**src/rtl/waveform_pkg.sv**
```systemverilog
// Shared types and default parameters for the waveform analyzer.
package waveform_pkg;

    typedef enum logic {
        IDLE    = 1'b0,
        MEASURE = 1'b1
    } state_t;

    localparam int DEFAULT_DATA_W = 16;
    localparam int DEFAULT_CNT_W  = 20;
    localparam int DEFAULT_HYST   = 256;

endpackage

```
**src/rtl/minmax_tracker.sv**
```systemverilog
// Running signed min/max register pair; a seed overrides any update on the same edge.
module minmax_tracker
    import waveform_pkg::*;
#(
    parameter int DATA_W = DEFAULT_DATA_W
) (
    input  logic                     clk,
    input  logic                     seed,
    input  logic signed [DATA_W-1:0] seed_val,
    input  logic                     update,
    input  logic signed [DATA_W-1:0] din,
    output logic signed [DATA_W-1:0] max,
    output logic signed [DATA_W-1:0] min
);

    always_ff @(posedge clk) begin
        if (seed) begin
            max <= seed_val;
            min <= seed_val;
        end else if (update) begin
            if (din > max) max <= din;
            if (din < min) min <= din;
        end
    end

endmodule

```
**src/rtl/waveform_analyzer.sv**
```systemverilog
// Locks onto hysteresis-qualified rising zero crossings and reports period, min, max
// and peak-to-peak amplitude for every full cycle of the input waveform.
//
//   state   | meaning
//   IDLE    | not locked; waiting for a low sample followed by a high sample
//   MEASURE | locked; counting samples and tracking min/max until the next crossing
module waveform_analyzer
    import waveform_pkg::*;
#(
    parameter int DATA_W = DEFAULT_DATA_W,
    parameter int CNT_W  = DEFAULT_CNT_W,
    parameter int HYST   = DEFAULT_HYST
) (
    input  logic                     clk,
    input  logic                     reset,
    input  logic signed [DATA_W-1:0] sample_in,
    input  logic                     sample_valid,
    output logic                     meas_valid,
    output logic [CNT_W-1:0]         period_out,
    output logic signed [DATA_W-1:0] max_out,
    output logic signed [DATA_W-1:0] min_out,
    output logic [DATA_W:0]          amp_out,
    output logic                     locked,
    output logic                     timeout
);

    localparam logic signed [DATA_W-1:0] HYST_POS = DATA_W'(HYST);
    localparam logic signed [DATA_W-1:0] HYST_NEG = DATA_W'(-HYST);
    // Last count value that still allows a crossing to report period 2^CNT_W-1.
    localparam logic [CNT_W-1:0]         CNT_LAST = {{(CNT_W-1){1'b1}}, 1'b0};

    state_t                     state;
    state_t                     state_nxt;
    logic                       armed;
    logic [CNT_W-1:0]           cnt;
    logic                       is_low;
    logic                       is_high;
    logic                       qual;
    logic                       meas_hit;
    logic                       expire;
    logic                       trk_update;
    logic signed [DATA_W-1:0]   run_max;
    logic signed [DATA_W-1:0]   run_min;

    assign is_low  = (sample_in <= HYST_NEG);
    assign is_high = (sample_in >= HYST_POS);
    assign qual    = sample_valid && is_high && armed;

    always_ff @(posedge clk) begin
        if (reset) state <= IDLE;
        else       state <= state_nxt;
    end

    always_comb begin
        state_nxt = state;
        case (state)
            IDLE:    if (qual) state_nxt = MEASURE;
            MEASURE: if (sample_valid && !qual && (cnt == CNT_LAST)) state_nxt = IDLE;
            default: state_nxt = IDLE;
        endcase
    end

    always_comb begin
        meas_hit   = 1'b0;
        expire     = 1'b0;
        trk_update = 1'b0;
        locked     = (state == MEASURE);
        if ((state == MEASURE) && sample_valid) begin
            if (qual) begin
                meas_hit = 1'b1;
            end else begin
                trk_update = 1'b1;
                expire     = (cnt == CNT_LAST);
            end
        end
    end

    always_ff @(posedge clk) begin
        if (reset) begin
            armed      <= 1'b0;
            cnt        <= '0;
            meas_valid <= 1'b0;
            timeout    <= 1'b0;
            period_out <= '0;
            max_out    <= '0;
            min_out    <= '0;
            amp_out    <= '0;
        end else begin
            meas_valid <= meas_hit;
            timeout    <= expire;
            if (sample_valid) begin
                if (qual || expire) begin
                    armed <= 1'b0;
                    cnt   <= '0;
                end else begin
                    if (is_low) armed <= 1'b1;
                    if (state == MEASURE) cnt <= cnt + 1'b1;
                end
            end
            if (meas_hit) begin
                period_out <= cnt + 1'b1;
                max_out    <= run_max;
                min_out    <= run_min;
                // Sign-extend both operands so the full signed range never wraps.
                amp_out    <= $unsigned({run_max[DATA_W-1], run_max} - {run_min[DATA_W-1], run_min});
            end
        end
    end

    minmax_tracker #(.DATA_W(DATA_W)) u_tracker (
        .clk      (clk),
        .seed     (qual),
        .seed_val (sample_in),
        .update   (trk_update),
        .din      (sample_in),
        .max      (run_max),
        .min      (run_min)
    );

endmodule

```
**config.mk**
```make
export PLATFORM = sky130hd
export DESIGN_NAME = waveform_analyzer
export DESIGN_NICKNAME = d
export VERILOG_FILES = /design/src/rtl/waveform_pkg.sv /design/src/rtl/minmax_tracker.sv /design/src/rtl/waveform_analyzer.sv
export SDC_FILE = /design/constraint.sdc
export NUM_CORES = 1
export LEC_CHECK = 0
export BUFFER_PORTS_ARGS = -buffer_cell sky130_fd_sc_hd__buf_2
export CELL_PAD_IN_SITES_DETAIL_PLACEMENT = 1
export CELL_PAD_IN_SITES_GLOBAL_PLACEMENT = 2
export CORE_UTILIZATION = 38
export DETAILED_ROUTE_END_ITERATION = 8
export PLACE_DENSITY_LB_ADDON = 0.1
export SYNTH_ARGS = -nofsm -noshare
export SYNTH_HDL_FRONTEND = slang
export SYNTH_SLANG_ARGS = --single-unit
```
**constraint.sdc**
```tcl
create_clock -name clk -period 11.3 [get_ports clk]
set_clock_uncertainty 0.05 [all_clocks]
set_input_delay 2.26 -clock clk [delete_from_list [all_inputs] [get_ports clk]]
set_output_delay 2.26 -clock clk [all_outputs]
set_load 0.005 [all_outputs]
```
-- After elaboration in Yosys (flattened, before gate mapping)
Index checks and enable logic that the tools add are counted.
- register bits: 125
- output and inout bits: 72
- word-level logic and storage cells: 53
- add/subtract/negate cells: 2
- order comparisons: 4
- equal/unequal tests: 1
- multiplexer cells: 18
- bitwise logic cells: 1
- reductions and logical operators: 16
- operator list (operator ; number):
    16-bit two-way mux ; 6
    20-bit two-way mux ; 2
    20-bit by 1-bit adder with 20-bit output, second input constant ; 1
    20-bit equality test, second input constant ; 1
    16-bit by 16-bit subtractor with 17-bit output ; 1
    16-bit by 10-bit >= comparator with 1-bit output, second input constant ; 1
    16-bit > comparator ; 1
    16-bit by 9-bit <= comparator with 1-bit output, second input constant ; 1
    16-bit less-than comparator ; 1
    2-bit nonzero test ; 5
    1-bit two-way mux ; 9
    2-bit AND reduction ; 4
    1-bit logical AND ; 5
    1-bit case mux with 2 select lines ; 1
    1-bit logical NOT ; 1
    1-bit logical OR ; 1
    1-bit inverter ; 1

-- Depth between registers and ports, before layout
- depth in word-level cells: 8
- mapped depth: 9
- gate-level depth less buffers: 9

-- Hierarchy
From an unflattened synthesis, not the netlist that was laid out.
- cell total of the unflattened synthesis: 740
- area, all modules: 6596.3 µm²
- by module, submodules not included (module ; times used ; cells each ; area an instance (µm²)):
    waveform_analyzer ; 1 ; 570 ; 4540.6
    minmax_tracker ; 1 ; 170 ; 2055.7

-- Worst setup path before layout
OpenSTA, ideal clock, no wires.
- path kind: in2reg
- from: in sample_in[15]
- to: reg u_tracker.min[0] (enable)
- library setup time: 0.447 ns
- arrival time: 4.663 ns
- slack: 6.140 ns
- cell stages on the path: 3
- cell sequence: ha_1 -> a31oi_1 -> o311ai_0
- cells in the longest elaborated chain, start to end: 7
- RTL lines (element ; line ; RTL):
    start: declaration ; waveform_analyzer.sv:16 ; input logic signed [DATA_W-1:0] sample_in,
    16-bit by 10-bit >= comparator with 1-bit output ; waveform_analyzer.sv:46 ; assign is_high = (sample_in >= HYST_POS);
    1-bit logical AND (2 in a row) ; waveform_analyzer.sv:47 ; assign qual = sample_valid && is_high && armed;
    1-bit two-way mux ; waveform_analyzer.sv:69 ; if (qual) begin
    1-bit two-way mux ; waveform_analyzer.sv:68 ; if ((state == MEASURE) && sample_valid) begin
    2-bit nonzero test (no source line) ; n/a ;
    2-bit AND reduction (no source line) (*) ; n/a ;
    end signal: assignment ; minmax_tracker.sv:19 ; min <= seed_val;
    end signal: assignment ; minmax_tracker.sv:22 ; if (din < min) min <= din;
    end: declaration ; minmax_tracker.sv:13 ; output logic signed [DATA_W-1:0] min
Every way passes the cells marked *; elsewhere a longest branch is shown, timed or not.
A chain may end at the register's enable or synchronous reset.

-- Worst setup path in the final report
- from: in sample_in[11]
- to: reg cnt[9]
- cells in the longest elaborated chain, start to end: 8
- RTL lines (element ; line ; RTL):
    16-bit by 10-bit >= comparator with 1-bit output (*) ; waveform_analyzer.sv:46 ;
    1-bit logical AND (*) (2 in a row) ; waveform_analyzer.sv:47 ;
    1-bit two-way mux ; waveform_analyzer.sv:69 ;
    1-bit two-way mux ; waveform_analyzer.sv:68 ;
    1-bit logical OR (*) ; waveform_analyzer.sv:92 ; if (qual || expire) begin
    2-bit nonzero test (no source line) ; n/a ;
    2-bit AND reduction (no source line) ; n/a ;
    end signal: assignment ; waveform_analyzer.sv:97 ; if (state == MEASURE) cnt <= cnt + 1'b1;
    end: declaration ; waveform_analyzer.sv:35 ; logic [CNT_W-1:0] cnt;
Marked as above.

==> metrics.csv <==
metric;value;unit
outcome;completed;
proportion of register bits with asynchronous set or reset after synthesis;0;
worst hold stages;2;
count of antenna diodes in the layout;0;
via count;5272;
dominant synthesized flop cell;sky130_fd_sc_hd__dfxtp_1;
mean routed wirelength per cell;17.79;um
Tightest Pin Transition;1.048;ns
Root Buffer Master;sky130_fd_sc_hd__clkbuf_16;
Core Footprint;16000;sq um
power share of the clock group;0.542;
relative area change from synthesis to final layout;20.60;%
net switching share of the total power;0.2196;
top fanout value on the critical path;30;
final setup fails;0;
final sum of negative setup slack;0;ns
DIE AREA;16990;sq um
Num Clock Sinks;125;
number of enable-type register cells in the synthesized netlist;32;
number of hold-slack violations in the final timing report;0;
Static Leakage;3.147;nW
fin crit share;0.3978;
dominant cell by count in the synthesized netlist;sky130_fd_sc_hd__nand2_1;
Net Count, Synth;757;
synthesized instance count;688;
portion of total power attributed to combinational logic;0.052;
RR Endpoint;u_tracker.max[11];
internal power of the cells;0.8979;mW
startpoint type of the worst setup path;input port;
worst-case hold slack;0.3994;ns
Rows;46;
wire length of the first global-routing pass;28.06;mm
min-delay worst type;reg -> reg;
DRT Wirelength;17.74;mm
share of cells above drive strength 1;0.1780;
CTS tree;done;
number of nets at the end of the flow;837;
count of input and output buffers;90;
DRC errors left;0;
dominant cell type by area after synthesis;sky130_fd_sc_hd__dfxtp_1;
setup repair after global routing missed its margin;false;
beginning of the worst hold path;amp_out[3];
cell with the biggest individual delay on the critical path;sky130_fd_sc_hd__nor3_4;
relative max-transition margin;0.2993;
minimum setup slack among reg-to-reg paths;8.48;ns
# hold bufs at CTS;0;
boundary pin count;91;
part of the power in registers;0.406;
clock period minus worst slack;4.495;ns
maximum clock frequency;222.5;MHz
power per unit of standard cell area;152.4;nW/um^2
critical path class;in -> reg;
number of antenna violations at the first check in global routing;0;
most used standard cells in the synthesized netlist;sky130_fd_sc_hd__nand2_1 (100), sky130_fd_sc_hd__dfxtp_1 (93), sky130_fd_sc_hd__a21oi_1 (71);
critical path cell sequence;buf_2, or4_4, o21ai_4, nand2_4, nor3_4, or2b_1, a31oi_1;
count of warnings emitted by yosys;0;
Net Switching;0.2527;mW
Register-to-Register Path Depth;9;
startpoint of the worst-slack reg-to-reg timing path;u_tracker.max[15];
vias in the first global route;5138;
sequential-to-total area share from yosys stat;0.4508;
number of resized instances in the post-cts repair step;0;
capturing element type of the critical path;flop;
HPWL Detailed;13.06;mm
CP Data Arrival Time;4.78;ns
number of CTS-inserted buffers;17;
number of iterations in the first detailed-routing pass;5;
Critical Path RT;11.58;ns
via/cell ratio;5.288;
Initial Util;0.3913;
CTS HTree Levels;4;
fill cell total of the finished layout;1921;
deepest clock path buffer count;2;
cell types occupying the most area after synthesis;sky130_fd_sc_hd__dfxtp_1 (30%), sky130_fd_sc_hd__edfxtp_1 (15%), sky130_fd_sc_hd__ha_1 (9.8%), sky130_fd_sc_hd__nand2_1 (6.0%), sky130_fd_sc_hd__a21oi_1 (5.7%);
share of the synthesized area in the top cell type;0.2974;
remaining global-route overflow;0;
Detailed Route Iter0 Violations;213;
floorplan die width;130.4;um
highest ir drop seen on vdd;0.0001135;V
overall routing resource usage;0.2192;
max incr delay on CP;0.87;ns
largest net degree at the start of global routing;73;
Mean Syn Cell Area;9.100;sq um
Post-DRT Antenna Nets;0;
number of unique standard cell types used by synthesis;68;
netlist area before placement;6261;sq um
clock transition time at the flip-flop clock pins of the worst setup and hold paths;0.06;ns
clock latency of the later-clocked register in the worst-skew pair;0.42;ns
final number of max-transition violations;0;
end of the worst hold path;amp_out[3];
post-synthesis register bit count;125;
maxcap violations;0;
RD Place Congestion;0.8317;
die height;130.4;um
number of buffers inserted by post-CTS setup repair;0;
==> power groups by stage <==
stage	registers, mW	clock network (mW)	logic (mW)
2_1_floorplan	0.475	0	0.0375
3_3_place_gp	0.477	0	0.0572
3_5_place_dp	0.477	0	0.0593
4_1_cts	0.467	0.634	0.0600
5_1_grt	0.468	0.652	0.0668
6_report	0.467	0.624	0.0596
==> critical path, delay by kind of cell <==
kind            cells  cell delay [ns]
simple gates        4             1.88
compound gates      2             0.50
buf+inv             1             0.14
==> cell type report <==
class                   count  area (sq um)  share of cell area
well taps                 216         270.3             0.03579
repair buffers             95         488.0             0.06462
inverters                  45         168.9             0.02237
multi-input cells         484          3133              0.4149
clock buffers              17         425.4             0.05634
flip-flops and latches    125          2823              0.3738
clock inverters            15         242.7             0.03215
==> state kept, by name, summed over array words and instances (netlist names) <==
register       flops
amp_out           17
armed              1
cnt               20
locked             1
max_out           16
meas_valid         1
min_out           16
period_out        20
timeout            1
u_tracker.max     16
u_tracker.min     16
==> metal layers <==
metal	global-route usage	wire (um)	vias to the layer above
met5	0	0	-
met4	0.06288	123	0
met3	0.04141	532	8
met2	0.3348	7960	91
met1	0.3141	9122	2555
li1	-	-	2618
==> logic make-up after synthesis <==
logic type / share of synthesized area
AOI/OAI and AO/OA: 0.1753
xor gates and xnor gates: 0.03497
adders and majority gates: 0.1011
buffers and inverters: 0.05336
DFF: 0.4508
muxes: 0.004796
and+or+nand+nor: 0.1797
==> cell usage in the layout (no fill, tap or decap), types with 5 or more instances in the layout <==
master and count:
sky130_fd_sc_hd__xor2_1 10, sky130_fd_sc_hd__dfxtp_1 93, sky130_fd_sc_hd__a211oi_1 21, sky130_fd_sc_hd__nand3_1 22, sky130_fd_sc_hd__o21ai_0 18, sky130_fd_sc_hd__a21o_1 9, sky130_fd_sc_hd__edfxtp_1 32, sky130_fd_sc_hd__a21oi_1 71
sky130_fd_sc_hd__a31oi_1 21, sky130_fd_sc_hd__ha_1 49, sky130_fd_sc_hd__nand4_1 7, sky130_fd_sc_hd__nor3_1 8, sky130_fd_sc_hd__nor4_1 7, sky130_fd_sc_hd__buf_2 90, sky130_fd_sc_hd__nand2_1 100, sky130_fd_sc_hd__nor2_1 44
sky130_fd_sc_hd__nand2b_1 9, sky130_fd_sc_hd__clkbuf_16 17, sky130_fd_sc_hd__bufinv_16 6, sky130_fd_sc_hd__xnor2_1 15, sky130_fd_sc_hd__buf_4 5, sky130_fd_sc_hd__and3_1 6, sky130_fd_sc_hd__inv_1 45
==> through the flow <==
step | cell area, sq um | total power [mW] | cells | worst slack (ns) | util
3_5_place_dp | 6883 | 0.5361 | 965 | 6.406 | 0.4302
5_1_grt | 7551 | 1.186 | 997 | 6.648 | 0.4719
4_1_cts | 7551 | 1.161 | 997 | 6.841 | 0.4719
2_1_floorplan | 6261 | 0.5128 | 688 | 6.140 | -
3_3_place_gp | 6883 | 0.5341 | 965 | 6.470 | 0.4302
6_report | 7551 | 1.151 | 997 | 6.805 | 0.4719
==> worst max-delay path by stage <==
stage                             start               end  slack (ns)  cells past startpoint
after floorplan           sample_in[15]  u_tracker.min[0]        6.14                      3
after global placement    sample_in[11]            cnt[9]        6.47                      7
after detailed placement  sample_in[11]            cnt[9]        6.41                      7
after CTS                 sample_in[11]            cnt[9]        6.84                      7
after global routing      sample_in[11]           cnt[10]        6.65                      7
final                     sample_in[11]            cnt[9]        6.81                      7
Power figures use the tool's default switching activity.
